## config.mk

```make
export PLATFORM = sky130hd
export DESIGN_NAME = onewire_master
export DESIGN_NICKNAME = d
export VERILOG_FILES = /design/src/rtl/onewire_master.sv
export SDC_FILE = /design/constraint.sdc
export NUM_CORES = 1
export LEC_CHECK = 0
export BUFFER_PORTS_ARGS = -buffer_cell sky130_fd_sc_hd__buf_2
export CORE_MARGIN = 2
export CORE_UTILIZATION = 60
export CTS_BUF_LIST = sky130_fd_sc_hd__clkbuf_8 sky130_fd_sc_hd__clkbuf_16
export CTS_CLUSTER_SIZE = 28
export DETAILED_ROUTE_END_ITERATION = 10
export MAX_ROUTING_LAYER = met4
export PLACE_DENSITY_LB_ADDON = 0.3
export SLEW_MARGIN = 20
export SYNTH_ARGS = -nofsm -noshare
export SYNTH_HDL_FRONTEND = slang
export SYNTH_SLANG_ARGS = --single-unit
```

## constraint.sdc

```tcl
create_clock -name clk -period 4.84 [get_ports clk]
set_input_delay 0.484 -clock clk [delete_from_list [all_inputs] [get_ports clk]]
set_output_delay 0.484 -clock clk [all_outputs]
set_load 0.02 [all_outputs]
```

## src/rtl/onewire_master.sv

```systemverilog
// onewire_master: 1-Wire byte master. Reset op takes (T_RSTL+T_RSTH)*US_TICKS+2 cycles and byte op 8*T_SLOT*US_TICKS+2 cycles.
// One command in flight, cmd_ready only in IDLE. Defining ONEWIRE_CRC8_EN adds a Dallas CRC-8 over read bits.
module onewire_master #(
    parameter int CLK_FREQ = 50_000_000,
    parameter int T_RSTL   = 480,
    parameter int T_PDS    = 70,
    parameter int T_RSTH   = 410,
    parameter int T_LOW1   = 6,
    parameter int T_LOW0   = 60,
    parameter int T_RDS    = 15,
    parameter int T_SLOT   = 70
) (
    input  logic       clk,
    input  logic       rst,
    input  logic       cmd_valid,
    output logic       cmd_ready,
    input  logic [1:0] cmd_op,
    input  logic [7:0] cmd_data,
    output logic       rsp_valid,
    output logic [7:0] rsp_data,
    output logic       rsp_presence,
    output logic       busy,
    output logic       dq_oe,
    input  logic       dq_in,
    output logic [7:0] crc_value
);
    localparam int US_TICKS = CLK_FREQ / 1_000_000;
    localparam int PW       = ($clog2(US_TICKS) < 1) ? 1 : $clog2(US_TICKS);
    localparam int TW       = 16;

    localparam logic [PW-1:0] PRE_END  = PW'(US_TICKS - 1);
    localparam logic [TW-1:0] RSTL_END = TW'(T_RSTL - 1);
    localparam logic [TW-1:0] PDS_AT   = TW'(T_PDS);
    localparam logic [TW-1:0] RSTH_END = TW'(T_RSTH - 1);
    localparam logic [TW-1:0] LOW1_END = TW'(T_LOW1 - 1);
    localparam logic [TW-1:0] LOW0_END = TW'(T_LOW0 - 1);
    localparam logic [TW-1:0] RDS_AT   = TW'(T_RDS);
    localparam logic [TW-1:0] SLOT_END = TW'(T_SLOT - 1);

    localparam logic [1:0] OP_RESET = 2'b00;
    localparam logic [1:0] OP_WRITE = 2'b01;
    localparam logic [1:0] OP_READ  = 2'b10;

    localparam logic [2:0] S_IDLE     = 3'd0;
    localparam logic [2:0] S_RST_LOW  = 3'd1;
    localparam logic [2:0] S_RST_REL  = 3'd2;
    localparam logic [2:0] S_SLOT_LOW = 3'd3;
    localparam logic [2:0] S_SLOT_REL = 3'd4;
    localparam logic [2:0] S_DONE     = 3'd5;

    logic [2:0]    state_q, state_d;
    logic [PW-1:0] pre_q, pre_d;
    logic [TW-1:0] t_us_q, t_us_d;
    logic [1:0]    op_q, op_d;
    logic [7:0]    sh_q, sh_d;
    logic [2:0]    bit_q, bit_d;
    logic          pres_q, pres_d;
    logic          rsp_valid_q, rsp_valid_d;
    logic [7:0]    rsp_data_q, rsp_data_d;
    logic          rsp_pres_q, rsp_pres_d;
    logic          dq_m_q, dq_s_q;
    logic          us_tick;
    logic          accept;
    logic          rd_sample;
    logic [TW-1:0] low_end;

    assign us_tick   = (pre_q == PRE_END);
    // The response cycle is spent in IDLE, so ready is masked until it has gone.
    assign cmd_ready = (state_q == S_IDLE) && !rsp_valid_q;
    assign busy      = ~cmd_ready;
    assign accept    = cmd_valid && cmd_ready;
    assign rd_sample = (state_q == S_SLOT_REL) && (op_q == OP_READ) &&
                       (pre_q == '0) && (t_us_q == RDS_AT);
    assign low_end   = ((op_q == OP_WRITE) && !sh_q[0]) ? LOW0_END : LOW1_END;

    assign dq_oe        = (state_q == S_RST_LOW) || (state_q == S_SLOT_LOW);
    assign rsp_valid    = rsp_valid_q;
    assign rsp_data     = rsp_data_q;
    assign rsp_presence = rsp_pres_q;

    always_comb begin
        state_d     = state_q;
        op_d        = op_q;
        sh_d        = sh_q;
        bit_d       = bit_q;
        pres_d      = pres_q;
        rsp_valid_d = 1'b0;
        rsp_data_d  = rsp_data_q;
        rsp_pres_d  = rsp_pres_q;
        pre_d       = us_tick ? '0 : pre_q + PW'(1);
        t_us_d      = us_tick ? t_us_q + TW'(1) : t_us_q;

        case (state_q)
            S_IDLE: begin
                pre_d  = '0;
                t_us_d = '0;
                if (accept) begin
                    op_d   = cmd_op;
                    sh_d   = cmd_data;
                    bit_d  = 3'd0;
                    pres_d = 1'b0;
                    case (cmd_op)
                        OP_RESET:          state_d = S_RST_LOW;
                        OP_WRITE, OP_READ: state_d = S_SLOT_LOW;
                        default:           state_d = S_DONE;
                    endcase
                end
            end
            S_RST_LOW: begin
                if (us_tick && (t_us_q == RSTL_END)) begin
                    state_d = S_RST_REL;
                    pre_d   = '0;
                    t_us_d  = '0;
                end
            end
            S_RST_REL: begin
                if ((pre_q == '0) && (t_us_q == PDS_AT)) begin
                    pres_d = ~dq_s_q;
                end
                if (us_tick && (t_us_q == RSTH_END)) begin
                    state_d = S_DONE;
                end
            end
            // The µs counter runs on through SLOT_REL so sample and slot end are measured from slot start.
            S_SLOT_LOW: begin
                if (us_tick && (t_us_q == low_end)) begin
                    state_d = S_SLOT_REL;
                end
            end
            S_SLOT_REL: begin
                if (rd_sample) begin
                    sh_d = {dq_s_q, sh_q[7:1]};
                end
                if (us_tick && (t_us_q == SLOT_END)) begin
                    // Writes rotate, so after eight slots the register holds the original byte for the echo.
                    if (op_q == OP_WRITE) begin
                        sh_d = {sh_q[0], sh_q[7:1]};
                    end
                    if (bit_q != 3'd7) begin
                        bit_d   = bit_q + 3'd1;
                        state_d = S_SLOT_LOW;
                        pre_d   = '0;
                        t_us_d  = '0;
                    end else begin
                        state_d = S_DONE;
                    end
                end
            end
            S_DONE: begin
                state_d     = S_IDLE;
                pre_d       = '0;
                t_us_d      = '0;
                rsp_valid_d = 1'b1;
                rsp_data_d  = ((op_q == OP_WRITE) || (op_q == OP_READ)) ? sh_q : 8'h00;
                rsp_pres_d  = (op_q == OP_RESET) && pres_q;
            end
            default: begin
                state_d = S_IDLE;
            end
        endcase
    end

    always_ff @(posedge clk) begin
        if (rst) begin
            state_q     <= S_IDLE;
            pre_q       <= '0;
            t_us_q      <= '0;
            op_q        <= 2'b00;
            sh_q        <= 8'h00;
            bit_q       <= 3'd0;
            pres_q      <= 1'b0;
            rsp_valid_q <= 1'b0;
            rsp_data_q  <= 8'h00;
            rsp_pres_q  <= 1'b0;
            dq_m_q      <= 1'b1;
            dq_s_q      <= 1'b1;
        end else begin
            state_q     <= state_d;
            pre_q       <= pre_d;
            t_us_q      <= t_us_d;
            op_q        <= op_d;
            sh_q        <= sh_d;
            bit_q       <= bit_d;
            pres_q      <= pres_d;
            rsp_valid_q <= rsp_valid_d;
            rsp_data_q  <= rsp_data_d;
            rsp_pres_q  <= rsp_pres_d;
            dq_m_q      <= dq_in;
            dq_s_q      <= dq_m_q;
        end
    end

`ifdef ONEWIRE_CRC8_EN
    // Reflected x^8+x^5+x^4+1, one bit per read sample.
    logic [7:0] crc_q, crc_d;
    logic       crc_fb;

    assign crc_fb = crc_q[0] ^ dq_s_q;

    always_comb begin
        crc_d = crc_q;
        if (accept && (cmd_op == OP_RESET)) begin
            crc_d = 8'h00;
        end else if (rd_sample) begin
            crc_d = {1'b0, crc_q[7:1]} ^ (crc_fb ? 8'h8C : 8'h00);
        end
    end

    always_ff @(posedge clk) begin
        if (rst) begin
            crc_q <= 8'h00;
        end else begin
            crc_q <= crc_d;
        end
    end

    assign crc_value = crc_q;
`else
    assign crc_value = 8'h00;
`endif

endmodule
```

### Yosys cells after proc, flatten, opt, wreduce, memory -nomap -nowiden

Index checks and enable logic that the tools add are counted.

* register bits after elaboration: 51
* bits in latches: 0
* RAM bits: 0
* memory bits (read-only): 0
* input port bits: 14
* output and inout bits: 21
* logic and storage cells: 103
* memories: 0

* $add $sub $neg: 3
* multiply operators: 0
* div/mod/pow operators: 0
* order comparisons: 0
* equal/unequal tests: 24
* shift-type cells: 0
* muxes and demuxes: 33
* bitwise gates (word level): 2
* reduce and logical (&&, ||, !) cells: 29

Operators with widths (count)
* 16-bit 2-to-1 mux: 4
* 16-bit case mux with 3 select lines: 1
* 8-bit 2-to-1 mux: 5
* 16-bit by 7-bit equality test with 1-bit output (second input constant): 2
* 16-bit by 9-bit equality test with 1-bit output (second input constant): 2
* 6-bit 2-to-1 mux: 5
* 3-bit 2-to-1 mux: 9
* 6-bit case mux with 3 select lines: 1
* 16-bit by 1-bit adder with 16-bit output (second input constant): 1
* 16-bit by 4-bit equality test with 1-bit output (second input constant): 1
* 16-bit by 6-bit equality test with 1-bit output: 1
* 8-bit case mux with 2 select lines: 1
* 3-bit case mux with 5 select lines: 1
* 1-bit logical AND: 12
* 3-bit case mux with 2 select lines: 2
* 2-bit by 1-bit inequality test with 1-bit output (second input constant): 4
* 6-bit by 1-bit adder with 6-bit output (second input constant): 1
* 3-bit by 2-bit equality test with 1-bit output (second input constant): 2
* 3-bit equality test (second input constant): 2
* 6-bit equality test (second input constant): 1
* 6-bit zero test: 1
* 2-bit inequality test (second input constant): 3
* 5-bit AND reduction: 1
* 2-bit by 1-bit equality test with 1-bit output (second input constant): 2
* 16 further kinds: 26

### Depth between registers and ports, before layout

Gate-level depths: netlist (run 1).

* word-level depth: 8
* depth in mapped cells: 7
* gate-level depth less buffers: 7

### Least setup slack after synthesis (run 1)

No wires, ideal clock.

* path kind: register -> register
* start: reg pre_q[0]
* end: reg state_q[1]
* setup time: 0.121 ns
* arrival time: 1.875 ns
* data required time: 4.719 ns
* setup slack: 2.844 ns
* stages on the path, launching flop included: 7
* buffers on the path: 0
* period minus slack after synthesis: 1.996 ns
* path through: dfxtp_1 -> ha_1 -> nand4_1 -> or4_1 -> o41ai_2 -> o211ai_2 -> mux2_4

* cells in the longest elaborated chain, start to end: 4
* elaborated cells between the ends (all ways): 10
* classes of those cells: eq/ne (5); reduce/logical (5)

RTL lines
* from (decl): line 52 `logic [PW-1:0] pre_q, pre_d;`
* from (signal assigned): line 179 `pre_q <= pre_d;`
* 6-bit equality test (*): line 67 `assign us_tick = (pre_q == PRE_END);`
* 1-bit logical AND (on tied branches)
* 2-bit inequality test (no line) / 2-bit by 1-bit inequality test with 1-bit output (equally long branches)
* 5-bit AND reduction (no line) (*)
* to (signal assigned): line 178 `state_q <= state_d;`
* to (decl): line 51 `logic [2:0] state_q, state_d;`

Every way passes the cells marked *; elsewhere a longest branch is shown, timed or not.
A chain may end at the register's enable or synchronous reset.

### Worst setup path in the final report (run 1)

* start: reg state_q[1]
* end: reg pre_q[3]

* cells in the longest elaborated chain, start to end: 3
* elaborated cells between the ends (all ways): 6
* classes of those cells: eq/ne (3); mux (1); reduce/logical (2)

RTL lines
* 3-bit equality test / 3-bit zero test (equally long branches): line 93 `case (state_q)`
* 2-bit OR reduction (no line)
* 6-bit case mux with 3 select lines (*): line 93

Marked as above.

==> results of run 1 <==
-- cell families (layout without fill, tap and decap cells) --
family / Yosys count / count (layout) / share of synthesized area, %
DFF: 51 / 51 / 36.8
buffers and inverters: 33 / 48 / 5.99
and+or+nand+nor: 116 / 116 / 24.7
adders and majority gates: 12 / 12 / 5.41
AOI/OAI and AO/OA: 61 / 61 / 17.6
other: 1 / 8 / 0.135
xor gates and xnor gates: 19 / 19 / 5.99
muxes: 9 / 9 / 3.42
-- routing by layer --
layer / vias up / track usage [%] / routed length, um
li1: 1121 / - / -
met1: 1083 / 32.9 / 2690
met2: 70 / 36.9 / 2640
met3: 15 / 4.03 / 336
met4: 0 / 9.43 / 126
met5: - / - / 0
-- cells in the final DEF (no fill, tap or decap), types with 5 or more instances in the layout --
cell,synthesis,final
sky130_fd_sc_hd__dfxtp_1,51,51
sky130_fd_sc_hd__and3_1,11,11
sky130_fd_sc_hd__a22o_1,8,8
sky130_fd_sc_hd__nand2_1,10,10
sky130_fd_sc_hd__nand3_1,15,15
sky130_fd_sc_hd__clkbuf_8,0,5
sky130_fd_sc_hd__a211oi_1,14,14
sky130_fd_sc_hd__o21ai_0,8,8
sky130_fd_sc_hd__a21oi_1,11,11
sky130_fd_sc_hd__ha_1,12,12
sky130_fd_sc_hd__mux2i_1,8,8
sky130_fd_sc_hd__xnor2_1,8,8
sky130_fd_sc_hd__inv_1,12,12
sky130_fd_sc_hd__nor2_1,35,35
sky130_fd_sc_hd__nand4_1,10,10
sky130_fd_sc_hd__xor2_1,11,11
sky130_fd_sc_hd__buf_2,1,26
sky130_fd_sc_hd__conb_1,1,8
-- through the flow --
stage,cell area [um2],setup WS (ns),hold WS [ns],std cells
floorplan,2800,2.84,0.389,309
global placement,2890,2.50,0.392,368
detailed placement,2890,2.49,0.393,368
CTS,2980,2.48,0.349,376
global route,2980,2.21,0.357,376
finish,2980,2.44,0.353,376
-- power groups by stage --
| stage | clock network, W | registers [W] | logic, W |
|---|---|---|---|
| final | 0.000244 | 0.000544 | 0.000454 |
| after global routing | 0.000266 | 0.000550 | 0.000497 |
| after CTS | 0.000248 | 0.000540 | 0.000452 |
| after detailed placement | 0 | 0.000550 | 0.000450 |
| after global placement | 0 | 0.000548 | 0.000442 |
| after floorplan | 0 | 0.000519 | 0.000374 |
-- state kept, by name, summed over array words and instances (netlist names) --
name and count:
t_us_q 16, rsp_data 8, sh_q 8, pre_q 6, bit_q 3, state_q 3
op_q 2, dq_m_q 1, dq_s_q 1, pres_q 1, rsp_presence 1, rsp_valid 1
-- path summary, 6_finish.rpt --
| path | startpoint | end | depth (start not counted) |
|---|---|---|---|
| min reg2reg | dq_m_q | dq_s_q | 1 |
| min | dq_in | dq_m_q | 2 |
| max | state_q[1] | pre_q[3] | 4 |
| max reg2reg | state_q[1] | pre_q[3] | 4 |
-- layout make-up --
| class | instances | area [um2] | area share (%) |
|---|---|---|---|
| Multi-Input combinational cell | 225 | 1620 | 54.2 |
| Tap cell | 52 | 65.1 | 2.18 |
| Clock inverter | 3 | 20.0 | 0.671 |
| Timing Repair Buffer | 28 | 145 | 4.87 |
| Inverter | 12 | 45.0 | 1.51 |
| Clock buffer | 5 | 68.8 | 2.31 |
| Sequential cell | 51 | 1020 | 34.2 |
-- cell usage after synthesis (2+ instances only) --
library cell and number:
sky130_fd_sc_hd__a211oi_1 14, sky130_fd_sc_hd__mux2i_1 8, sky130_fd_sc_hd__nor4_1 2, sky130_fd_sc_hd__nand2_1 10, sky130_fd_sc_hd__buf_4 9, sky130_fd_sc_hd__nand4_1 10, sky130_fd_sc_hd__xnor2_1 8, sky130_fd_sc_hd__dfxtp_1 51
sky130_fd_sc_hd__ha_1 12, sky130_fd_sc_hd__xor2_1 11, sky130_fd_sc_hd__o21a_1 2, sky130_fd_sc_hd__or2_2 4, sky130_fd_sc_hd__clkbuf_1 9, sky130_fd_sc_hd__o211ai_1 2, sky130_fd_sc_hd__or4_1 2, sky130_fd_sc_hd__or3_1 3
sky130_fd_sc_hd__nand3_1 15, sky130_fd_sc_hd__nor2b_1 3, sky130_fd_sc_hd__nor3b_1 2, sky130_fd_sc_hd__and2_1 2, sky130_fd_sc_hd__inv_1 12, sky130_fd_sc_hd__a21oi_1 11, sky130_fd_sc_hd__nor2_1 35, sky130_fd_sc_hd__a22o_1 8
sky130_fd_sc_hd__o31ai_1 2, sky130_fd_sc_hd__o21ai_0 8, sky130_fd_sc_hd__and3_1 11
==> impl_metrics.toml, run 1 <==
[power_and_ir_drop]
p_total_w = 0.00124
netSwitchingFraction_pct = 40.2
clock_network_fraction_of_design_power_pct = 19.6
max-vdd-ir-drop_v = 0.000284
power.density_nw_per_um2 = 417
seqPwrFrac_pct = 43.8
power.switching_w = 0.000499
combPwrFrac_pct = 36.5
internal_power_w = 0.000743
p_leak_nw = 1.11

[yosys]
netlist-cell-type-count = 63
synth_top_cells_by_area = "sky130_fd_sc_hd__dfxtp_1, sky130_fd_sc_hd__ha_1, sky130_fd_sc_hd__nor2_1"
synth-warning-count = 0
synthDominantCellAreaShare_pct = 36.8
syn-cell-area_um2 = 2780
postSynthAreaPerCell_um2 = 9.20
synth_seq_area_share_pct = 36.8
synth_cells = 302
yosys_most_used_dff = "sky130_fd_sc_hd__dfxtp_1"
synth_top_area_cell = "sky130_fd_sc_hd__dfxtp_1"
postSynth.asyncResetShare_pct = 0
postSynthRegisterBits = 51
synth-edff-count = 0

[worst_setup_path]
worst_ep_required_time_ns = 5.08
worstSetupStartpointType = "flip-flop"
critical_path_buf_inv_count = 1
r2r_slack_ns = 2.44
crit_path_cell_trace = "inv_1, a31oi_1, o211ai_1, nor2_1"
worstSetupPathType = "reg -> reg"
critPathMaxStageDelay_ns = 0.85
critical-path-top-delay-family = "compound AO/OA/AOI/OAI gates"
cp_max_fo = 12
worst-endpoint-arrival_ns = 2.63
endpoint_kind = "flip-flop"
worst_path_max_delay_cell = "sky130_fd_sc_hd__a31oi_1"

[final_layout]
final_layout_size_suffix_gt1_share_pct = 17.0
insertedDiodeCount = 0
utilization_pct = 67.5
fill_cells = 385
finish.net_count = 349
synthToLayoutAreaGrowth_pct = 7.34

[die]
io_pins = 35
core_um2 = 4410
die_area_um2 = 5190
die_height_um = 72.0
initial_utilization_pct = 62.9
rows = 24
dieWidth_um = 72.0

[route]
post_drt_via_cell_ratio = 6.09
remaining_drc_errors = 0
routed_wire_length_per_instance_um = 15.4
drt_iter0_markers = 152
routed_wl_um = 5790
drt_pre_antenna_iters = 4
route.antenna.remaining_nets = 0
vias = 2289

[timing]
finalCritPeriodShare_pct = 49.5
fmaxAchievable_mhz = 417
timing.final.hold_violations = 0
final.min_clock_period_ns = 2.40
timing.max_slew.rel_slack_pct = 33.4
timing.final.max_slew_violations = 0
fin_setup_tns_ns = 0
finalSetupViolations = 0
worstMarginPinSlew_ns = 0.994
finalClockSkew_ns = 0.00743
setup_repair_after_global_routing_missed_its_margin = "false"

[flow_run]
drv_cap = 0

[grt]
initial_antenna_violation_count = 0
grt_overflow_total = 0
first_global_vias = 2122
groute.usage.overall_pct = 24.4
largest_net_degree_at_the_start_of_global_routing = 25
grt_first_pass_wirelength_um = 9730

[clock_network]
cts_resized = 0
clkTransAtPathRegs_ns = 0.09
cts_sinks = 51
number_of_buffers_created_by_cts = 5
htreeDepth = 2
clock_tree_from_tritoncts = "done"
cts-root-to-sink-buffers = 2
clk-insertion-delay-late_ns = 0.31
cts_hold_repair.buffers = 0
postCtsSetupBuffers = 0
ctsRootBufferMaster = "sky130_fd_sc_hd__clkbuf_8"

[min_path]
hold_class = "in -> reg"

[place]
dp.final_hpwl_um = 4160
gp_weighted_congestion = 0.900
port-buffer-count = 26

[outcome]
outcome = "finished, final reports clean"
Power figures use the tool's default switching activity.
==> inputs of run 2 (changes only) <==
--- a/config.mk
+++ b/config.mk
@@ -7,7 +7,7 @@
 export LEC_CHECK = 0
 export BUFFER_PORTS_ARGS = -buffer_cell sky130_fd_sc_hd__buf_2
 export CORE_MARGIN = 2
-export CORE_UTILIZATION = 60
+export CORE_UTILIZATION = 58
 export CTS_BUF_LIST = sky130_fd_sc_hd__clkbuf_8 sky130_fd_sc_hd__clkbuf_16
 export CTS_CLUSTER_SIZE = 28
 export DETAILED_ROUTE_END_ITERATION = 10
==> constraint.sdc (replaced) <==
create_clock -name clk -period 2.5 [get_ports clk]
set_input_delay 0.25 -clock clk [delete_from_list [all_inputs] [get_ports clk]]
set_output_delay 0.25 -clock clk [all_outputs]
set_load 0.02 [all_outputs]
==> impl_metrics.toml, run 2 (synthesized netlist as in run 1, its figures left out) <==
[grt]
globalRouteMet2Util_pct = 35.4
groute.usage.overall_pct = 24.0
initial_antenna_violation_count = 0
grt_first_pass_wirelength_um = 9650
gr-max-usage-layer = "met2"
first_global_vias = 2014
grt_overflow_total = 0
use_met3_pct = 4.56
grt_use_met1_pct = 33.6
largest_net_degree_at_the_start_of_global_routing = 25

[worst_setup_path]
timing.rr.start = "state_q[1]"
endpoint_kind = "flip-flop"
crit_path_cell_trace = "inv_1, a31oi_1, o211ai_1, nor2_1"
worst_ep_required_time_ns = 2.73
worst_path_max_delay_cell = "sky130_fd_sc_hd__a31oi_1"
worst-endpoint-arrival_ns = 2.44
critical_path_cell_count = 4
worstSetupStartpointType = "flip-flop"
critPathMaxStageDelay_ns = 0.84
reg2reg_to = "pre_q[2]"
critical_path_buf_inv_count = 1
crit_path_start = "state_q[1]"
worst_setup_path_endpoint = "pre_q[2]"
critical-path-top-delay-family = "compound AO/OA/AOI/OAI gates"
worstSetupPathType = "reg -> reg"
worst-r2r-cell-count = 4
r2r_slack_ns = 0.29
cp_max_fo = 10

[die]
core_um2 = 4660
die_area_um2 = 5360
die_height_um = 73.2
io_pins = 35
rows = 25
dieWidth_um = 73.2
initial_utilization_pct = 59.6

[clock_network]
cts-root-to-sink-buffers = 2
cts_resized = 0
clock_tree_from_tritoncts = "done"
clk-insertion-delay-late_ns = 0.31
cts_hold_repair.buffers = 0
number_of_buffers_created_by_cts = 5
ctsRootBufferMaster = "sky130_fd_sc_hd__clkbuf_8"
htreeDepth = 2
postCtsSetupBuffers = 0
clkTransAtPathRegs_ns = 0.10
cts_sinks = 51

[route]
drt_pre_antenna_iters = 4
remaining_drc_errors = 0
routed_wl_um = 5850
vias = 2256
route.antenna.remaining_nets = 0
drt_iter0_markers = 144
routed_wire_length_per_instance_um = 15.2
post_drt_via_cell_ratio = 5.88

[final_layout]
mostFrequentLayoutCell = "sky130_fd_sc_hd__dfxtp_1"
final_layout_size_suffix_gt1_share_pct = 18.2
synthToLayoutAreaGrowth_pct = 9.28
finish.net_count = 355
mostFrequentLayoutCells = "sky130_fd_sc_hd__dfxtp_1, sky130_fd_sc_hd__nor2_1, sky130_fd_sc_hd__buf_2"
largest_register = "t_us_q"
insertedDiodeCount = 0
largest_register_ffs = 16

[timing]
worstMarginPinSlew_ns = 0.999
timing.final.hold_violations = 0
final.min_clock_period_ns = 2.21
timing.max_slew.rel_slack_pct = 33.1
fmaxAchievable_mhz = 453
finalSetupViolations = 0
fin_setup_tns_ns = 0
setup_repair_after_global_routing_missed_its_margin = "false"
finalClockSkew_ns = 0.0130
timing.final.max_slew_violations = 0
finalCritPeriodShare_pct = 88.3

[power_and_ir_drop]
power.density_nw_per_um2 = 819
p_total_w = 0.00249
max-vdd-ir-drop_v = 0.000552
p_leak_nw = 1.15

[min_path]
hold_class = "in -> reg"

[place]
dp.final_hpwl_um = 4290
gp_weighted_congestion = 0.920
port-buffer-count = 26

[flow_run]
drv_cap = 0

[outcome]
outcome = "finished, final reports clean"
[run 2: per-layer routing]
| layer | share of wire (%) | wire, um | vias to the layer above |
|---|---|---|---|
| met4 | 1.3 | 74 | 0 |
| li1 | - | - | 1135 |
| met5 | 0 | 0 | - |
| met3 | 5.2 | 307 | 7 |
| met1 | 49 | 2880 | 1059 |
| met2 | 44 | 2590 | 55 |
[run 2: worst min path at each step]
stage | from | cells past startpoint | end | slack (ns)
4_1_cts | dq_in | 2 | dq_m_q | 0.11
3_5_place_dp | dq_m_q | 1 | dq_s_q | 0.41
5_1_grt | dq_in | 2 | dq_m_q | 0.11
3_3_place_gp | dq_m_q | 1 | dq_s_q | 0.40
6_report | dq_in | 2 | dq_m_q | 0.12
2_1_floorplan | rst | 1 | rsp_valid | 0.35
[run 2: layout make-up]
type,count,area (um2)
fill,407,1630
sequential,51,1020
clock buffer,6,82.6
tap,54,67.6
timing repair buffer,34,190
multi-input combinational,225,1620
inverter,12,45.0
clock inverter,2,12.5
[run 2: per-stage QoR]
| stage | instances | util [%] | hold WS (ns) | worst slack [ns] | area [um2] |
|---|---|---|---|---|---|
| after floorplan | 309 | - | 0.346 | 0.504 | 2800 |
| after global placement | 376 | 63.1 | 0.396 | 0.421 | 2940 |
| after global routing | 384 | 65.1 | 0.113 | 0.0277 | 3040 |
| final | 384 | 65.1 | 0.115 | 0.291 | 3040 |
| after detailed placement | 376 | 63.1 | 0.408 | 0.357 | 2940 |
| after CTS | 384 | 65.1 | 0.111 | 0.358 | 3040 |
[run 2: power by group]
group	internal (W)	total [W]	switching [W]
clock	0.000223	0.000495	0.000272
combinational	0.000378	0.000955	0.000576
sequential	0.000912	0.00104	0.000125
total	0.00151	0.00249	0.000973
==> inputs of run 3 (changes only) <==
--- a/config.mk
+++ b/config.mk
@@ -13,6 +13,7 @@
 export DETAILED_ROUTE_END_ITERATION = 10
 export MAX_ROUTING_LAYER = met4
 export PLACE_DENSITY_LB_ADDON = 0.3
+export REMOVE_ABC_BUFFERS = 1
 export SLEW_MARGIN = 20
 export SYNTH_ARGS = -nofsm -noshare
 export SYNTH_HDL_FRONTEND = slang
==> impl_metrics.toml, run 3 (synthesized netlist as in run 1, its figures left out) <==
[route]
drt_pre_antenna_iters = 4
post_drt_via_cell_ratio = 5.98
remaining_drc_errors = 0
drt_iter0_markers = 147
route.antenna.remaining_nets = 0
vias = 2301
routed_wl_um = 5980
routed_wire_length_per_instance_um = 15.5

[final_layout]
synthToLayoutAreaGrowth_pct = 10.2
layout.cell_area.non_filler_um2 = 3060
insertedDiodeCount = 0
largest_register = "t_us_q"
finish.net_count = 356
fill_cells = 377
largest_register_ffs = 16
final_layout_size_suffix_gt1_share_pct = 18.7
mostFrequentLayoutCells = "sky130_fd_sc_hd__dfxtp_1, sky130_fd_sc_hd__nor2_1, sky130_fd_sc_hd__buf_2"
mostFrequentLayoutCell = "sky130_fd_sc_hd__dfxtp_1"

[worst_setup_path]
critical-path-top-delay-family = "simple AND/OR/NAND/NOR gates"
reg2reg_to = "state_q[1]"
cp_max_fo = 7
crit_path_cell_trace = "ha_1, nand4_1, or4_1, o41ai_2, o211ai_2, mux2_4"
endpoint_kind = "flip-flop"
worst-r2r-cell-count = 6
critPathMaxStageDelay_ns = 0.42
worstSetupPathType = "reg -> reg"
worst_path_max_delay_cell = "sky130_fd_sc_hd__or4_1"
timing.rr.start = "pre_q[0]"
worstSetupStartpointType = "flip-flop"
worst_ep_required_time_ns = 2.70
worst-endpoint-arrival_ns = 2.38
critical_path_buf_inv_count = 0
r2r_slack_ns = 0.32

[grt]
first_global_vias = 2093
grt_overflow_total = 0
globalRouteMet2Util_pct = 39.2
use_met3_pct = 4.83
largest_net_degree_at_the_start_of_global_routing = 25
groute.usage.overall_pct = 24.8
gr-max-usage-layer = "met2"
initial_antenna_violation_count = 0
grt_first_pass_wirelength_um = 9950
grt_use_met1_pct = 32.2

[clock_network]
cts_hold_repair.buffers = 0
ctsRootBufferMaster = "sky130_fd_sc_hd__clkbuf_8"
clock_tree_from_tritoncts = "done"
clk-insertion-delay-late_ns = 0.32
postCtsSetupBuffers = 0
number_of_buffers_created_by_cts = 5
clkTransAtPathRegs_ns = 0.09
htreeDepth = 2
cts_sinks = 51
cts-root-to-sink-buffers = 2
cts_resized = 0

[timing]
timing.final.max_slew_violations = 0
fmaxAchievable_mhz = 460
final.min_clock_period_ns = 2.18
finalCritPeriodShare_pct = 87.0
timing.final.hold_violations = 0
timing.hold.ws_ns = 0.118
finalClockSkew_ns = 0.0142
finalSetupViolations = 0
setup_repair_after_global_routing_missed_its_margin = "false"
timing.max_slew.rel_slack_pct = 38.4
timing.final.ws_setup_ns = 0.324
worstMarginPinSlew_ns = 0.920
fin_setup_tns_ns = 0

[power_and_ir_drop]
clock_network_fraction_of_design_power_pct = 22.5
power.density_nw_per_um2 = 843
internal_power_w = 0.00160
p_leak_nw = 1.16
seqPwrFrac_pct = 40.0
combPwrFrac_pct = 37.5
max-vdd-ir-drop_v = 0.000473
netSwitchingFraction_pct = 38.2
power.switching_w = 0.000986

[min_path]
min_delay_worst_endpoint = "dq_m_q"
hold_class = "in -> reg"
hold-path-cell-count = 2
hold_path_startpoint = "dq_in"

[die]
initial_utilization_pct = 59.6
die_area_um2 = 5360
io_pins = 35
core_um2 = 4660
rows = 25
dieWidth_um = 73.2
die_height_um = 73.2

[place]
placed_standard_cell_area_um2 = 2950
gp_weighted_congestion = 0.985
port-buffer-count = 26
dp.final_hpwl_um = 4400
place_ws_ns = 0.344

[flow_run]
drv_cap = 0

[outcome]
outcome = "finished, final reports clean"
## run 3: worst max-delay path by stage
stage                     slack, ns  cells past startpoint    endpoint  startpoint
final                          0.32                      6  state_q[1]    pre_q[0]
after detailed placement       0.34                      6  state_q[1]    pre_q[0]
after floorplan                0.22                      5     sh_q[0]  state_q[2]
after global placement         0.44                      6  state_q[1]    pre_q[0]
after global routing           0.16                      4    pre_q[0]  state_q[1]
after CTS                      0.33                      6  state_q[1]    pre_q[0]
## run 3: routing by layer
| metal | part of all wire, % | vias up |
|---|---|---|
| met2 | 49 | 51 |
| met3 | 3.9 | 10 |
| li1 | - | 1138 |
| met1 | 46 | 1102 |
| met5 | 0 | - |
| met4 | 1.5 | 0 |
## run 3: final cells by class
| class | instances | area [um2] | share of cell area (%) |
|---|---|---|---|
| Timing Repair Buffer | 35 | 198 | 6.46 |
| Inverter | 12 | 45.0 | 1.47 |
| Clock buffer | 5 | 68.8 | 2.25 |
| Clock inverter | 3 | 43.8 | 1.43 |
| Multi-Input combinational cell | 225 | 1620 | 52.8 |
| Tap cell | 54 | 67.6 | 2.21 |
| Sequential cell | 51 | 1020 | 33.4 |
## run 3: worst register-to-register path: stages (launching register included)
cell and delay (ns):
sky130_fd_sc_hd__dfxtp_1 0.41, sky130_fd_sc_hd__ha_1 0.33, sky130_fd_sc_hd__nand4_1 0.12, sky130_fd_sc_hd__or4_1 0.42, sky130_fd_sc_hd__o41ai_2 0.34, sky130_fd_sc_hd__o211ai_2 0.15, sky130_fd_sc_hd__mux2_4 0.31
## run 3: power by group through the flow
stage	Clock (W)	Sequential, W	Combinational (W)
finish	0.000580	0.00103	0.000968
CTS	0.000591	0.00103	0.000960
detailed placement	0	0.00105	0.000954
global route	0.000625	0.00105	0.00108
global placement	0	0.00104	0.000926
floorplan	0	0.00103	0.000652
## run 3: stage by stage
step | power, W | util (%) | instances
6_report | 0.00258 | 65.7 | 385
5_1_grt | 0.00275 | 65.7 | 385
4_1_cts | 0.00258 | 65.7 | 385
3_5_place_dp | 0.00200 | 63.2 | 377
3_3_place_gp | 0.00197 | 63.2 | 377
2_1_floorplan | 0.00168 | - | 288
